===== config.mk =====
export PLATFORM = sky130hd
export DESIGN_NAME = bin_to_bcd
export DESIGN_NICKNAME = d
export VERILOG_FILES = /design/src/rtl/bin_to_bcd.sv
export SDC_FILE = /design/constraint.sdc
export NUM_CORES = 1
export LEC_CHECK = 0
export CORE_ASPECT_RATIO = 1.75
export CORE_MARGIN = 3
export CORE_UTILIZATION = 31
export CTS_CLUSTER_SIZE = 16
export DETAILED_ROUTE_END_ITERATION = 8
export PLACE_DENSITY_LB_ADDON = 0.3
export SLEW_MARGIN = 20
export SYNTH_ARGS = -nofsm -noshare
export SYNTH_HDL_FRONTEND = slang
export SYNTH_SLANG_ARGS = --single-unit

===== constraint.sdc =====
create_clock -name clk -period 1.7 [get_ports clk]
set_input_delay 0.17 -clock clk [delete_from_list [all_inputs] [get_ports clk]]
set_output_delay 0.17 -clock clk [all_outputs]
set_load 0.02 [all_outputs]

===== src/rtl/bin_to_bcd.sv =====
// -----------------------------------------------------------------------------
// bin_to_bcd
//
// Sequential binary-to-BCD converter using shift-add-3 (double dabble). It
// converts a BIN_W-bit unsigned value into four BCD digits (thousands..units).
// The start/ready/done_tick handshake matches bcd_to_binary, so either block can
// sit behind the same control FSM.
//
// Build option:
//   BIN2BCD_OVF_EN - when defined, adds the ovf output. An input above 9999
//                    sets ovf and saturates the result to 9,9,9,9. When it is
//                    not defined, the result is bin mod 10000 with no error flag.
//
// Parameters:
//   BIN_W      width of the binary operand (4..14)
//
// Ports:
//   clk        system clock, all state updates on the rising edge
//   reset      asynchronous reset, active low (0 = in reset)
//   start      conversion request, sampled only while idle
//   bin        binary operand, captured on the accepted start edge
//   ready      high while idle, i.e. a start would be accepted
//   done_tick  one-cycle pulse; digits are valid here and held afterwards
//   bcd3..bcd0 thousands, hundreds, tens and units digits
//   ovf        operand exceeded 9999 (BIN2BCD_OVF_EN only)
// -----------------------------------------------------------------------------
module bin_to_bcd #(
  parameter int BIN_W = 14
) (
  input  logic             clk,
  input  logic             reset,
  input  logic             start,
  input  logic [BIN_W-1:0] bin,
  output logic             ready,
  output logic             done_tick,
  output logic [3:0]       bcd3,
  output logic [3:0]       bcd2,
  output logic [3:0]       bcd1,
  output logic [3:0]       bcd0
`ifdef BIN2BCD_OVF_EN
  ,
  output logic             ovf
`endif
);

  localparam int CNT_W = $clog2(BIN_W + 1);
  localparam logic [CNT_W-1:0] CNT_LOAD = CNT_W'(BIN_W);
  localparam logic [CNT_W-1:0] CNT_LAST = CNT_W'(1);

  localparam logic [1:0] IDLE = 2'd0;
  localparam logic [1:0] OP   = 2'd1;
  localparam logic [1:0] DONE = 2'd2;

  localparam logic [15:0] BCD_SAT = 16'h9999;

  logic [1:0]       state;
  logic [CNT_W-1:0] cnt;
  logic [BIN_W-1:0] shreg;
  logic [15:0]      bcd;

  logic [15:0]      bcd_adj;
  logic [15:0]      bcd_nxt;
  logic [BIN_W-1:0] shreg_nxt;
  logic             sat;

  // Add 3 to a digit that would become >=10 after the following doubling.
  function automatic logic [3:0] add3(input logic [3:0] d);
    return (d >= 4'd5) ? d + 4'd3 : d;
  endfunction

  function automatic logic [15:0] adjust(input logic [15:0] b);
    return {add3(b[15:12]), add3(b[11:8]), add3(b[7:4]), add3(b[3:0])};
  endfunction

  // Replaces the final shifted digits with 9999 when saturation is requested.
  function automatic logic [15:0] saturate(input logic [15:0] b, input logic s);
    return s ? BCD_SAT : b;
  endfunction

`ifdef BIN2BCD_OVF_EN
  logic ovf_r;
  assign sat = ovf_r;
  assign ovf = ovf_r;
`else
  assign sat = 1'b0;
`endif

  // Adjust-then-shift within one cycle. The top bit of the adjusted thousands
  // digit falls off the end, which is what gives mod-10000 wrap for large inputs.
  always_comb begin
    bcd_adj = adjust(bcd);
    {bcd_nxt, shreg_nxt} = {bcd_adj[14:0], shreg, 1'b0};
  end

  always_ff @(posedge clk or negedge reset) begin
    if (!reset) begin
      state <= IDLE;
      cnt   <= '0;
      shreg <= '0;
      bcd   <= '0;
`ifdef BIN2BCD_OVF_EN
      ovf_r <= 1'b0;
`endif
    end else begin
      case (state)
        IDLE: begin
          if (start) begin
            shreg <= bin;
            bcd   <= '0;
            cnt   <= CNT_LOAD;
            state <= OP;
`ifdef BIN2BCD_OVF_EN
            ovf_r <= (32'(bin) > 32'd9999);
`endif
          end
        end
        OP: begin
          cnt   <= cnt - CNT_LAST;
          shreg <= shreg_nxt;
          if (cnt == CNT_LAST) begin
            // Last shift: saturation is folded in here so DONE already shows it.
            bcd   <= saturate(bcd_nxt, sat);
            state <= DONE;
          end else begin
            bcd   <= bcd_nxt;
          end
        end
        DONE: begin
          state <= IDLE;
        end
        default: begin
          state <= IDLE;
        end
      endcase
    end
  end

  assign ready     = (state == IDLE);
  assign done_tick = (state == DONE);

  assign bcd3 = bcd[15:12];
  assign bcd2 = bcd[11:8];
  assign bcd1 = bcd[7:4];
  assign bcd0 = bcd[3:0];

endmodule


==> reports/results.txt, run 1 <==
Of all nets on the critical path, the largest fanout is 6. The smallest hold slack came out at 308 ps. TritonCTS built the clock tree.

Share of the yosys chip area belonging to registers: 45.3%. The clock transition at the registers of the reported paths was 70 ps. The critical path data required time was 1530 ps. After global routing, the most crowded layer is met2.

For the count of final hold-check violations, the log shows 0. Type of the setup path with the least slack: flop to primary output. The first TritonRoute pass finished after 4 iterations. The logs give 31.9% for the initial core utilization and 167 ps for the post-layout worst setup margin.

The cell area that synthesis handed to floorplanning was 1990 um2. The average size of a mapped cell was 9.66 um2. The run finished with clean final reports.

The detailed router finished its first iteration with 93 violations. After technology mapping, the gate count stands at 206. Clock root buffer master: clkbuf_8. In this run the remaining antenna-violating nets after routing total 0. The die covers 7450 um2. The sequential cells in the finished layout cover a total of 902 um2.

The routed layout has 1719 vias. The antenna diode count is 0. The count of buffering cells on the critical path with inverters included was 1; the number of flops mapped to enable cells by yosys was 0. In this run the count of I/O pins placed on the die edge is 35.

The number of sinks on the clock net was 36; the longest individual stage delay on the worst path was 640 ps. The register-to-register path setup slack was 180 ps; the sum of negative setup slack was 0 ps. IR analysis of the VDD net gives a maximum drop of 946 uV. Once the clock tree was built, the setup fixing pass inserted 0 buffers.

Derived from the worst setup path, the maximum achievable clock frequency is 652 MHz. Routability-driven placement finished with a final weighted congestion of 0.773. Total detailed-routing wirelength: 4820 um. The library cell used most frequently in the layout, excluding fill and tap cells, is dfrtp_1.

The max-cap violation count was 0. The post-route clock period utilization was 90.2%; the met2 global-route usage was 23.9%. For the final database, setup skew stands at 2.50 ps.

Half-perimeter wire length of the detailed placement result: 3410 um. At the placement stage, the worst setup path has a slack of 126 ps. The floorplan step defined a core boundary enclosing 6230 um2. Family with the most delay on the worst path: buffers and inverters.

For this run, the leading register cell type out of synthesis is dfrtp_1. The clock latency reported for the late side of the worst-skew pair is 280 ps, and the number of H-tree branching levels is 2. In this run the power density over the cells is 1780 nW/um2. The clock period could shrink to 1530 ps. For this run, global-route usage on met3 was measured as 3.13%. The run gives 14.0% as the total routing resource utilization after global routing. The critical path capture point type is a primary output. Dividing the detail-routed wire length by the instance count gives 14.8 um. Number of global-route vias before repair: 1762.

Walking the worst path, the cells encountered are clkdlybuf4s50_1. In this run the deepest clock path goes through 2 buffers. The worst-path cell with the longest stage delay was clkdlybuf4s50_1. STA classifies the critical path startpoint as a flop.

The class of the tightest hold or removal check was primary input to asynchronous set/reset pin. Dividing the detail-routed via count by the number of cells gives 5.29. The final layout contains 272 nets. The number of storage elements in the synthesis netlist is 36. Count of unique library cells instantiated by Yosys: 30. Share of synthesized registers carrying an async set or reset: 100%. The filler cell count in the final layout is 626.

The actual slew at the worst max-slew pin was 551 ps. Summed over all cells, the static leakage comes to 1.09 nW. The number of setup violations in the final report was 0; the number of DRC violations after detailed routing was 0. The headroom to the max-slew limit was 63.2%; the largest net degree at the start of global routing was 37.

The area overhead of the layout relative to synthesis works out to 27.7%. For the fraction of met1 tracks used by global routing, the log shows 17.3%. For the number of antenna violations at the first check in global routing, the log shows 0. In the layout the commonest cells are dfrtp_1 (35), clkdlybuf4s50_1 (32), nor2b_1 (19).

The number of hold buffers added after CTS was 0. Counting every net in the synthesized netlist gives 233. At the worst endpoint, the arrival time is 1360 ps.

Floorplan die height: 112 um. In the final layout, the multi-input gates occupy 961 um2. Setup repair after global routing left no endpoint under its margin. The count of buffers inserted at the top-level ports was 34; the residual overflow from global routing was 0. The initialized floorplan defines 38 standard-cell rows.

Floorplan die width: 66.6 um. The first global-routing pass estimated 8250 um of wire. The max-slew violation count is 0.

Clock tree synthesis inserted a total of 5 buffers. The fraction of final layout cells sized beyond drive strength 1 is 6.94%. The number of warnings printed during yosys synthesis is 0.
==> power by group <==
| group | internal (W) | switching [W] |
|---|---|---|
| Clock | 0.000279 | 0.000301 |
| Sequential | 0.00120 | 0.000327 |
| Combinational | 0.00113 | 0.00130 |
==> per-stage QoR <==
| stage | util, % | instance area, um2 | power, W | instances |
|---|---|---|---|---|
| 6_report | 40.8 | 2540 | 0.00453 | 325 |
| 5_1_grt | 40.8 | 2540 | 0.00495 | 325 |
| 4_1_cts | 40.7 | 2540 | 0.00461 | 325 |
| 3_5_place_dp | 39.5 | 2460 | 0.00401 | 318 |
| 3_3_place_gp | 39.5 | 2460 | 0.00397 | 318 |
| 2_1_floorplan | - | 1990 | 0.00311 | 206 |
==> synth_stat cells (4+ instances only) <==
master | count | area, um2
nor2_1 | 5 | 18.8
o21ai_0 | 4 | 20.0
nor2b_1 | 19 | 119
o21ai_1 | 16 | 80.1
o2111ai_1 | 8 | 70.1
o221ai_1 | 4 | 35.0
inv_1 | 18 | 67.6
dfrtp_1 | 36 | 901
a22oi_1 | 13 | 97.6
a21oi_1 | 16 | 80.1
o21a_1 | 4 | 30.0
o311ai_1 | 4 | 35.0
ha_1 | 10 | 125
nand2_1 | 11 | 41.3
o31ai_1 | 4 | 30.0
a32o_1 | 4 | 40.0
buf_2 | 9 | 45.0
==> registers in the layout, summed over array words and instances (netlist names) <==
| register | count |
|---|---|
| shreg | 14 |
| bcd | 16 |
| cnt | 4 |
| state | 2 |
==> worst paths after layout <==
path / to / depth (start not counted) / startpoint
min reg2reg: bcd[11]$_DFFE_PN0P_ / 1 / bcd[11]$_DFFE_PN0P_
min: shreg[10]$_DFFE_PN0P_ / 2 / reset
max reg2reg: shreg[8]$_DFFE_PN0P_ / 4 / state[1]$_DFFE_PN0P_
max: bcd0[2] / 1 / bcd[2]$_DFFE_PN0P_
min in group clk: shreg[13]$_DFFE_PN0P_ / 3 / bin[13]
max in group asynchronous: state[1]$_DFFE_PN0P_ / 2 / reset
==> repair_timing <==
item                       4_1_cts  5_1_grt
gates resized for setup          1        2
setup endpoints to repair        1        2
pin swaps                        0        0
==> final cells by class <==
class	instances	share of cell area, %
Timing Repair Buffer	44	17.0
Inverter	18	2.66
Multi-Input combinational cell	140	37.8
Sequential cell	36	35.5
Clock buffer	6	2.86
Tap cell	80	3.94
Clock inverter	1	0.197
==> routing by layer <==
| metal | vias to the layer above | part of all wire [%] |
|---|---|---|
| met4 | 0 | 1.2 |
| met1 | 849 | 42 |
| met2 | 38 | 52 |
| met3 | 5 | 4.2 |
| li1 | 827 | - |
| met5 | - | 0 |
==> cells by family after synthesis <==
| logic type | count (synthesis) | synth area share, % |
|---|---|---|
| compound gates | 84 | 28.9 |
| simple gates | 42 | 11.3 |
| flops | 36 | 45.3 |
| buf+inv | 30 | 6.41 |
| fa+ha+maj | 10 | 6.29 |
| xor+xnor | 3 | 1.32 |
| mux | 1 | 0.503 |
(Power assumes the default switching activity.)
==> run 2, diff against run 1 <==
--- a/config.mk
+++ b/config.mk
@@ -10,7 +10,9 @@
 export CORE_UTILIZATION = 31
 export CTS_CLUSTER_SIZE = 16
 export DETAILED_ROUTE_END_ITERATION = 8
+export HOLD_SLACK_MARGIN = 0.03
 export PLACE_DENSITY_LB_ADDON = 0.3
+export SKIP_CTS_REPAIR_TIMING = 1
 export SLEW_MARGIN = 20
 export SYNTH_ARGS = -nofsm -noshare
 export SYNTH_HDL_FRONTEND = slang
==> results of run 2 <==
No change in the layout: final DEF, timing and power equal those of run 1.
==> RTL change, RTL diff (config.mk and constraints of run 1) <==
Add a define of `BIN2BCD_OVF_EN`.
--- a/src/rtl/bin_to_bcd.sv
+++ b/src/rtl/bin_to_bcd.sv
@@ -24,6 +24,8 @@
 //   bcd3..bcd0 thousands, hundreds, tens and units digits
 //   ovf        operand exceeded 9999 (BIN2BCD_OVF_EN only)
 // -----------------------------------------------------------------------------
+`define BIN2BCD_OVF_EN
+
 module bin_to_bcd #(
   parameter int BIN_W = 14
 ) (
Function (old outputs only; new: ovf): no difference found for any inputs over 10 cycles, from zero or initial values and one cycle with reset low; that may be too few to reach the edited logic, so the function may still have changed.
==> RTL change against run 1 <==
Worst setup slack worse by 0.067 ns. Synthesized area is 5.5% lower. Sequential share of layout area grew 1.9 points. Sequential cell count rose by 1. Clock power up 6.9%. Fmax is 4.2% lower. Global-route usage down 1.0 points. Routed wire length decreased by 12%. Power grew 8.7%. Cell area fell by 2.6%. Worst hold slack better by 0.056 ns. Critical endpoint is now bcd0[0]. Largest power group unchanged.
==> RTL change: results (changes against run 1) <==
hold_buf cts=1 (+1); vias in the first global route=1528 (-13%); xor-xnor portion of the synthesized cell area=0.0186 (+0.00542); Seq power=1660 uW (+9%); DRT Pass-1 Iters=4 (unchanged); clk_buf instances=7 (+1); Top class by area=sequential cells; comb_multi_in=135 (-3.6%); input/output buffers=35 (+2.9%); Setup crit end=bcd0[0]; multi-input logic area=868 sq um (-9.6%); Worst EP arrival=1.43 ns (+0.07 ns); post-synthesis compound-gate area fraction=0.216 (-0.0724); top cells by area, synth=dfrtp_1 (49%), ha_1 (6.7%), nand2_1 (5.6%); CP max FO=4 (-2); Max transition margin=0.549 (-0.0832); Signal buffers=48 (+9.1%); final cell count without fillers=314 (-3.4%); Reg area=926 sq um (+2.6%); Syn Nets=218 (-6.4%); Internal=2910 uW (+12%); Synth cell types=29 (-3.3%); synthesized instance count=191 (-7.3%); GR Util met2=0.246 (+0.00743); status=complete, no violations; Max Root-Sink Buffers=2 (unchanged); DP Wirelength=3160 um (-7.4%); Non-CTS inverters=11 (-7); mux share of post-synthesis cell area=0.00532 (+0.000291); routing usage on met3=0.0320 (+0.000677); routing usage on met1=0.134 (-0.0384); Clock Skews=0.00405 ns (+0.00155 ns); Lkg Pwr=0.00113 uW (+3.8%); Total GRT Usage=0.129 (-0.0103); Final clock-cell share=0.0349 (+0.00434); global-route wire length before repair=7110 um (-14%); pin count of the biggest net entering global routing=29 (-22%); GP Congestion=0.781 (+1.1%); max incr delay on CP=0.60 ns (-0.04 ns); Synth warnings=0 (unchanged); DR WL met2=2330 um (-7.8%); Post-synth top cells=dfrtp_1 (37), nand2_1 (28), a21oi_1 (19); placed cells=306 (-3.8%); Routed met1 length=1680 um (-17%); drt first-iter violations=49 (-47%); Post-Synth Adder-Cell Area=0.0665 (+0.00364); RR Endpoint=bcd[2]$_DFFE_PN0P_; wire length on met3=147 um (-28%); layout cell share with drive strength beyond 1=0.0924 (+0.0230); Total Wirelength=4220 um (-12%); buffering overhead=0.185 (+0.0151); register area share after synthesis=0.492 (+0.0395)
[RTL change: changes by cell type in the layout (fill, tap and decap cells not counted), moves of 5 or more]
| cell | run 1 | this run |
|---|---|---|
| a211oi_1 | 0 | 5 |
| a22o_1 | 0 | 9 |
| inv_1 | 18 | 11 |
| nand2_1 | 11 | 28 |
| nand2b_1 | 2 | 8 |
| nor2b_1 | 19 | 2 |
| nor3_1 | 1 | 6 |
| o2111ai_1 | 8 | 0 |
| o21ai_1 | 16 | 4 |
[RTL change: metrics by stage]
step / utilization / hold slack (ns) / cell area [sq um] / setup WS [ns] / total power [uW]
final: 0.433 / 0.364 / 2480 / 0.0999 / 4920
after global routing: 0.433 / 0.393 / 2480 / 0.0268 / 5360
after CTS: 0.432 / 0.374 / 2470 / 0.000360 / 5010
after detailed placement: 0.416 / 0.148 / 2380 / 0.0368 / 4370
after global placement: 0.416 / 0.152 / 2380 / 0.0617 / 4320
after floorplan: - / -0.126 / 1880 / 0.197 / 3420
